File: src/rtl/uart_tx_ctrl.sv
// uart_tx_ctrl: frame sequencer and round-robin two-port arbiter for the UART
// transmit shift datapath. Grants one byte per frame and walks the datapath
// through LOAD, START, DATA (8 bits) and STOP, one bit period per phase, while
// emitting the baud-rate enable tick.
// Optional feature: define UART_TX_PARITY_EN to add a PARITY phase between
// DATA and STOP, together with the par_bit / par_sel outputs.
module uart_tx_ctrl #(
    parameter int CLKS_PER_BIT = 868,
    parameter int CNT_W        = $clog2(CLKS_PER_BIT)
) (
    input  logic       clk,
    input  logic       rst,
    input  logic       req0_valid,
    input  logic [7:0] req0_data,
    input  logic       req1_valid,
    input  logic [7:0] req1_data,
    output logic       req0_ack,
    output logic       req1_ack,
    output logic [7:0] tx_data,
    output logic       load,
    output logic       start,
    output logic       start_shift,
    output logic       baud_tick,
    output logic       busy,
    output logic       grant_id
`ifdef UART_TX_PARITY_EN
    ,
    output logic       par_bit,
    output logic       par_sel
`endif
);

    typedef enum logic [2:0] {
        IDLE   = 3'd0,
        LOAD   = 3'd1,
        START  = 3'd2,
        DATA   = 3'd3,
        PARITY = 3'd4,
        STOP   = 3'd5
    } state_t;

    localparam logic [CNT_W-1:0] CNT_MAX = CNT_W'(CLKS_PER_BIT - 1);

`ifdef UART_TX_PARITY_EN
    // Even parity bit: XOR of all data bits.
    function automatic logic even_parity(input logic [7:0] d);
        return ^d;
    endfunction
`endif

    state_t           state, state_d;
    logic [CNT_W-1:0] baud_cnt, baud_cnt_d;
    logic [2:0]       bit_cnt, bit_cnt_d;
    logic             last_grant;
    logic             grant;
    logic             winner;
    logic [7:0]       grant_data;
    logic             tick;

    assign baud_tick = tick;
    assign busy      = (state != IDLE);

    // Next-state logic: arbitration in IDLE, bit-period timing everywhere else.
    always_comb begin
        state_d    = state;
        baud_cnt_d = baud_cnt;
        bit_cnt_d  = bit_cnt;
        grant      = 1'b0;
        winner     = last_grant;
        tick       = (state != IDLE) && (baud_cnt == CNT_MAX);

        if (state != IDLE) begin
            baud_cnt_d = tick ? '0 : baud_cnt + CNT_W'(1);
        end

        case (state)
            IDLE: begin
                // req0 wins a tie only when req1 owned the previous frame.
                if (req0_valid && (!req1_valid || last_grant)) begin
                    grant  = 1'b1;
                    winner = 1'b0;
                end else if (req1_valid) begin
                    grant  = 1'b1;
                    winner = 1'b1;
                end
                if (grant) begin
                    state_d    = LOAD;
                    baud_cnt_d = '0;
                end
            end
            LOAD: begin
                if (tick) state_d = START;
            end
            START: begin
                if (tick) begin
                    state_d   = DATA;
                    bit_cnt_d = '0;
                end
            end
            DATA: begin
                if (tick) begin
                    if (bit_cnt == 3'd7) begin
                        bit_cnt_d = '0;
`ifdef UART_TX_PARITY_EN
                        state_d   = PARITY;
`else
                        state_d   = STOP;
`endif
                    end else begin
                        bit_cnt_d = bit_cnt + 3'd1;
                    end
                end
            end
`ifdef UART_TX_PARITY_EN
            PARITY: begin
                if (tick) state_d = STOP;
            end
`endif
            STOP: begin
                if (tick) state_d = IDLE;
            end
            default: state_d = IDLE;
        endcase

        grant_data = winner ? req1_data : req0_data;
    end

    // State, counters, grant capture and registered phase strobes.
    always_ff @(posedge clk) begin
        if (rst) begin
            state       <= IDLE;
            baud_cnt    <= '0;
            bit_cnt     <= '0;
            last_grant  <= 1'b1;
            grant_id    <= 1'b0;
            tx_data     <= '0;
            req0_ack    <= 1'b0;
            req1_ack    <= 1'b0;
            load        <= 1'b0;
            start       <= 1'b0;
            start_shift <= 1'b0;
`ifdef UART_TX_PARITY_EN
            par_bit     <= 1'b0;
            par_sel     <= 1'b0;
`endif
        end else begin
            state       <= state_d;
            baud_cnt    <= baud_cnt_d;
            bit_cnt     <= bit_cnt_d;
            req0_ack    <= grant && !winner;
            req1_ack    <= grant && winner;
            load        <= (state_d == LOAD);
            start       <= (state_d == START);
            start_shift <= (state_d == DATA);
`ifdef UART_TX_PARITY_EN
            par_sel     <= (state_d == PARITY);
`endif
            if (grant) begin
                tx_data    <= grant_data;
                grant_id   <= winner;
                last_grant <= winner;
`ifdef UART_TX_PARITY_EN
                par_bit    <= even_parity(grant_data);
`endif
            end
        end
    end

endmodule

File: config.mk
export PLATFORM = sky130hd
export DESIGN_NAME = uart_tx_ctrl
export DESIGN_NICKNAME = d
export VERILOG_FILES = /design/src/rtl/uart_tx_ctrl.sv
export SDC_FILE = /design/constraint.sdc
export NUM_CORES = 1
export LEC_CHECK = 0
export CORE_ASPECT_RATIO = 0.5
export CORE_MARGIN = 5
export CORE_UTILIZATION = 39
export CTS_CLUSTER_DIAMETER = 30
export DETAILED_ROUTE_END_ITERATION = 8
export PLACE_DENSITY = 0.73
export SLEW_MARGIN = 20
export SYNTH_ARGS = -nofsm -noshare
export SYNTH_HDL_FRONTEND = slang
export SYNTH_SLANG_ARGS = --single-unit
File: constraint.sdc
create_clock -name clk -period 2.2 [get_ports clk]
set_input_delay 0.55 -clock clk [delete_from_list [all_inputs] [get_ports clk]]
set_output_delay 0.55 -clock clk [all_outputs]
set_load 0.02 [all_outputs]
# [After elaboration in Yosys (flattened, before gate mapping)]
# Cells that the tools add are included.
[totals] regBits=31 inputBits=20 out_inout_bits=16 elab_cells=58
[op_classes] addsub=2 n_eq_ne=11 n_mux=23 reduce_logical=11
[ops] op="10-bit 2-to-1 mux" count=4
[ops] op="3-bit 2-to-1 mux" count=9
[ops] op="3-bit case mux with 5 select lines" count=1
[ops] op="3-bit by 2-bit == test with 1-bit output (second input constant)" count=4
[ops] op="10-bit by 1-bit adder with 10-bit output (second input constant)" count=1
[ops] op="10-bit == test (second input constant)" count=1
[ops] op="8-bit 2-to-1 mux" count=1
[ops] op="1-bit 2-to-1 mux" count=7
[ops] op="3-bit by 1-bit == test with 1-bit output (second input constant)" count=2
[ops] op="3-bit == test (second input constant)" count=2
[ops] op="3-bit case mux with 2 select lines" count=1
[ops] op="1-bit logical AND" count=4
[ops] op="2-bit != test (second input constant)" count=2
[ops] op="3-bit by 1-bit adder with 3-bit output (second input constant)" count=1
[ops] op="3-bit zero test" count=1
[ops] op="3-bit AND reduction" count=1
[ops] op="3-bit nonzero test" count=1
[ops] op="1-bit zero test" count=2
[ops] op="2-bit nonzero test" count=1
[ops] op="1-bit logical OR" count=1

# [Logic depth before layout (Yosys ltp)]
[logic_depth] depth_word=8 mapped_depth=6 depth_no_buf=5

# [Worst setup path before layout]
# OpenSTA, ideal clock, no wires.
[synth_timing] path_kind="reg2out" start="register baud_cnt[0]" end="output port baud_tick" arrival_ns=1.539 required_time_ns=1.650 slack_ns=0.111 stages_incl_launch_ff=6 n_path_buf=1 path_cell_list="dfxtp_1 -> ha_1 -> nand4b_1 -> or3_1 -> buf_6 -> nor2_1"
[synth_via] elab_chain_cells=2
[synth_rtl] item="start, declared" line="52" source="logic [CNT_W-1:0] baud_cnt, baud_cnt_d;"
[synth_rtl] item="start signal, assigned" line="148" source="baud_cnt <= baud_cnt_d;"
[synth_rtl] item="10-bit == test" line="70" source="tick = (state != IDLE) && (baud_cnt == CNT_MAX);"
[synth_rtl] item="1-bit logical AND" line="70"
[synth_rtl] item="end, declared" line="23" source="output logic baud_tick,"
# No other way between the ends.

# [Worst setup path after layout]
[layout_timing] start="register state[2]" end="output port busy"
[layout_via] elab_chain_cells=1
[layout_rtl] item="start, declared" line="51" source="state_t state, state_d;"
[layout_rtl] item="start signal, assigned" line="147" source="state <= state_d;"
[layout_rtl] item="3-bit nonzero test" line="61" source="assign busy = (state != IDLE);"
[layout_rtl] item="end, declared" line="24" source="output logic busy,"
# No other way between the ends.

==> flow_summary.toml <==
[min_path]
hold_path.class = "reg2reg"

[cells_and_area]
syn_to_final_growth_pct = 45.8
final_cells = 240
fill_cells = 292
fin_nets = 220
drive_gt1_frac = 0.212
diodes = 0
design_area_um2 = 1950

[die]
num_rows = 15
dieWidth_um = 92.8
coreArea_um2 = 3360
die-height_um = 51.4
dieArea_um2 = 4770
ios = 36
start_util = 0.398

[timing]
tightest_slew_ns = 0.623
rsz0062_at_grt = "no"
whs_ns = 0.462
drv_slew = 0
period_share = 0.949
setup_viol_count_final = 0
setup_ws_ns = 0.112
max-slew-margin-rel = 0.581
tns_ns = 0
hold_viol_final = 0
clock_skew_ns = 0.00546
min_period_ns = 2.09
fmax_ghz = 0.479

[synth]
syn_inst = 139
avgSynthCellArea_um2 = 9.62
synthXorXnorAreaFrac = 0.0524
synth_area_um2 = 1340
synth_fa_ha_area_frac = 0.0281
ys_types = 35
synth-seq-area-share = 0.464
synth_compound_area_frac = 0.155
yosys_register_bits = 31
yosys-top-cells-area = "dfxtp_1, a221o_1, xor2_1"
synth_top_cell_by_area = "dfxtp_1"
yosysWarnings = 0
syn-num-nets = 162
synth_top_family_by_area = "simple AND/OR/NAND/NOR gates"
yosys.area_share.simple = 0.257
muxShareOfSynthArea = 0.00748
netlist.area_leader.share = 0.464

[detailed_routing]
routedWlPerCell_um = 12.6
drc = 0
drtAntennaViolNets = 0
viasPerCell = 5.10
vias = 1223
routed_wl_um = 3030
first_pass_iters = 4
dr.first_iter.drc_count = 63

[pwr]
p_leak_nw = 0.776
powerDensity_nw_per_um2 = 621
vdd_drop_max_mv = 0.356

[outcome]
status = "finished, final reports clean"

[setup_path]
end_kind = "primary output"
endpoint = "busy"
critPathLaunchType = "register"
cp.required_ns = 1.65
arrival_ns = 1.54
cp-startpoint = "state[2]"
path_max_fanout = 6
r2r_slack_ns = 0.37
reg2reg_to = "state[2]"
path_class = "reg2out"
reg2reg_from = "baud_cnt[0]"
r2r_cells = 6

[global_route]
use_met1 = 0.179
grt_usage = 0.140
grt_max_degree = 11
antenna_found_initial = 0
grt_pass1_wl_um = 5290
overflow = 0
grt-busiest-layer = "met2"
first_global_vias = 1159
use_met2 = 0.231
gr-usage-met3 = 0.0441

[cts]
cts_inserted_buffers = 5
htree_levels = 2
path_clk_slew_ns = 0.07
cts_tree = "built"
post_cts_buffers = 0
cts_sinks = 31
clockBufferDepth = 2
cts-root-buf = "clkbuf_8"
holdBufCountCts = 0
clk_latency_ns = 0.27

[placed_design]
port_buffers = 35
pre_cts_ws_ns = -0.0808
dp_hpwl_um = 2320
place_area_um2 = 1860
placed_cells = 232
gp_congestion = 0.856

[run]
cap_violations = 0
flip-flops by register name (all words and copies together) (netlist names):
signal / count
baud_cnt: 10
bit_cnt: 3
grant_id: 1
last_grant: 1
load: 1
req0_ack: 1
req1_ack: 1
start: 1
start_shift: 1
state: 3
tx_data: 8
final cells by class:
| cell class | instances | area, um^2 | area share |
|---|---|---|---|
| clock buffers | 6 | 72.6 | 0.0372 |
| flip-flops and latches | 31 | 622 | 0.319 |
| well taps | 42 | 52.6 | 0.0269 |
| repair buffers | 55 | 497 | 0.255 |
| multi-input cells | 100 | 679 | 0.348 |
| inverters | 4 | 15.0 | 0.00770 |
| clock inverters | 2 | 12.5 | 0.00641 |
cells by family after synthesis:
kind of cell,Yosys count
AND/OR/NAND/NOR,64
flip-flops,31
AO/OA/AOI/OAI,24
XOR/XNOR,8
buffers and inverters,8
adder cells (fa/ha/maj),3
multiplexers,1
how the worst min path moves through the flow:
stage / cells past startpoint / to / slack, ns / startpoint
6_report: 1 / grant_id / 0.46 / grant_id
5_1_grt: 1 / grant_id / 0.48 / grant_id
4_1_cts: 1 / grant_id / 0.47 / grant_id
3_5_place_dp: 1 / grant_id / 0.44 / grant_id
3_3_place_gp: 1 / grant_id / 0.44 / grant_id
2_1_floorplan: 2 / bit_cnt[1] / 0.45 / bit_cnt[1]
layer usage:
metal / wire (um) / vias up / share of wire
li1: - / 617 / -
met1: 1480 / 567 / 0.49
met2: 1360 / 37 / 0.45
met3: 164 / 2 / 0.054
met4: 23 / 0 / 0.0076
met5: 0 / - / 0
critical path: stages, from the launching register on:
cell and delay, ns:
dfxtp_1 0.36, nor3_2 0.34, inv_1 0.20, dlygate4sd2_1 0.36
cells in the mapped netlist:
| library cell | count |
|---|---|
| a211o_1 | 1 |
| a211oi_2 | 2 |
| a21o_1 | 1 |
| a21oi_1 | 5 |
| a21oi_2 | 1 |
| a221o_1 | 8 |
| a311oi_2 | 1 |
| and2_1 | 9 |
| and3_1 | 1 |
| and3_2 | 1 |
| buf_2 | 2 |
| buf_6 | 2 |
| dfxtp_1 | 31 |
| ha_1 | 3 |
| inv_1 | 4 |
| mux2i_1 | 1 |
| nand2_1 | 10 |
| nand2b_1 | 1 |
| nand3_1 | 4 |
| nand4_1 | 6 |
| nand4b_1 | 1 |
| nor2_1 | 17 |
| nor2b_1 | 2 |
| nor3_1 | 2 |
| nor3_2 | 2 |
| nor4_1 | 3 |
| nor4b_1 | 1 |
| o21ai_0 | 2 |
| o221a_2 | 1 |
| o22ai_1 | 1 |
| o311a_1 | 1 |
| or2_2 | 1 |
| or3_1 | 2 |
| or3_4 | 1 |
| xor2_1 | 8 |
per-stage QoR:
stage / util / power [W]
after global placement: 0.553 / 0.000799
after global routing: 0.581 / 0.00127
final: 0.581 / 0.00121
after detailed placement: 0.553 / 0.000801
after CTS: 0.577 / 0.00123
after floorplan: - / 0.000696
where the power goes:
part	internal [W]	leakage (nW)	switching [W]	total, W
logic	0.000101	0.481	0.0000897	0.000191
clock network	0.000221	0.0412	0.000202	0.000423
registers	0.000585	0.253	0.0000118	0.000597
total	0.000907	0.776	0.000304	0.00121
layout by cell type (no fill, tap or decap), types with 2 or more instances in the layout:
| cell | count |
|---|---|
| or3_4 | 2 |
| a21oi_1 | 5 |
| clkdlybuf4s50_1 | 33 |
| xor2_1 | 8 |
| buf_4 | 21 |
| nand4_1 | 6 |
| clkbuf_8 | 5 |
| a211oi_2 | 2 |
| ha_1 | 2 |
| nor2_1 | 16 |
| a221o_1 | 8 |
| and2_1 | 9 |
| nor2b_1 | 2 |
| inv_1 | 4 |
| nand3_1 | 4 |
| nand2_1 | 10 |
| dfxtp_1 | 30 |
| nor3_1 | 2 |
| nor4_1 | 3 |
| nor3_2 | 2 |
| o21ai_0 | 2 |
what timing repair did:
item,CTS,global route
cloned,0,0
resized for setup,5,5
setup endpoints to repair,2,1
(Power assumes the default switching activity.)
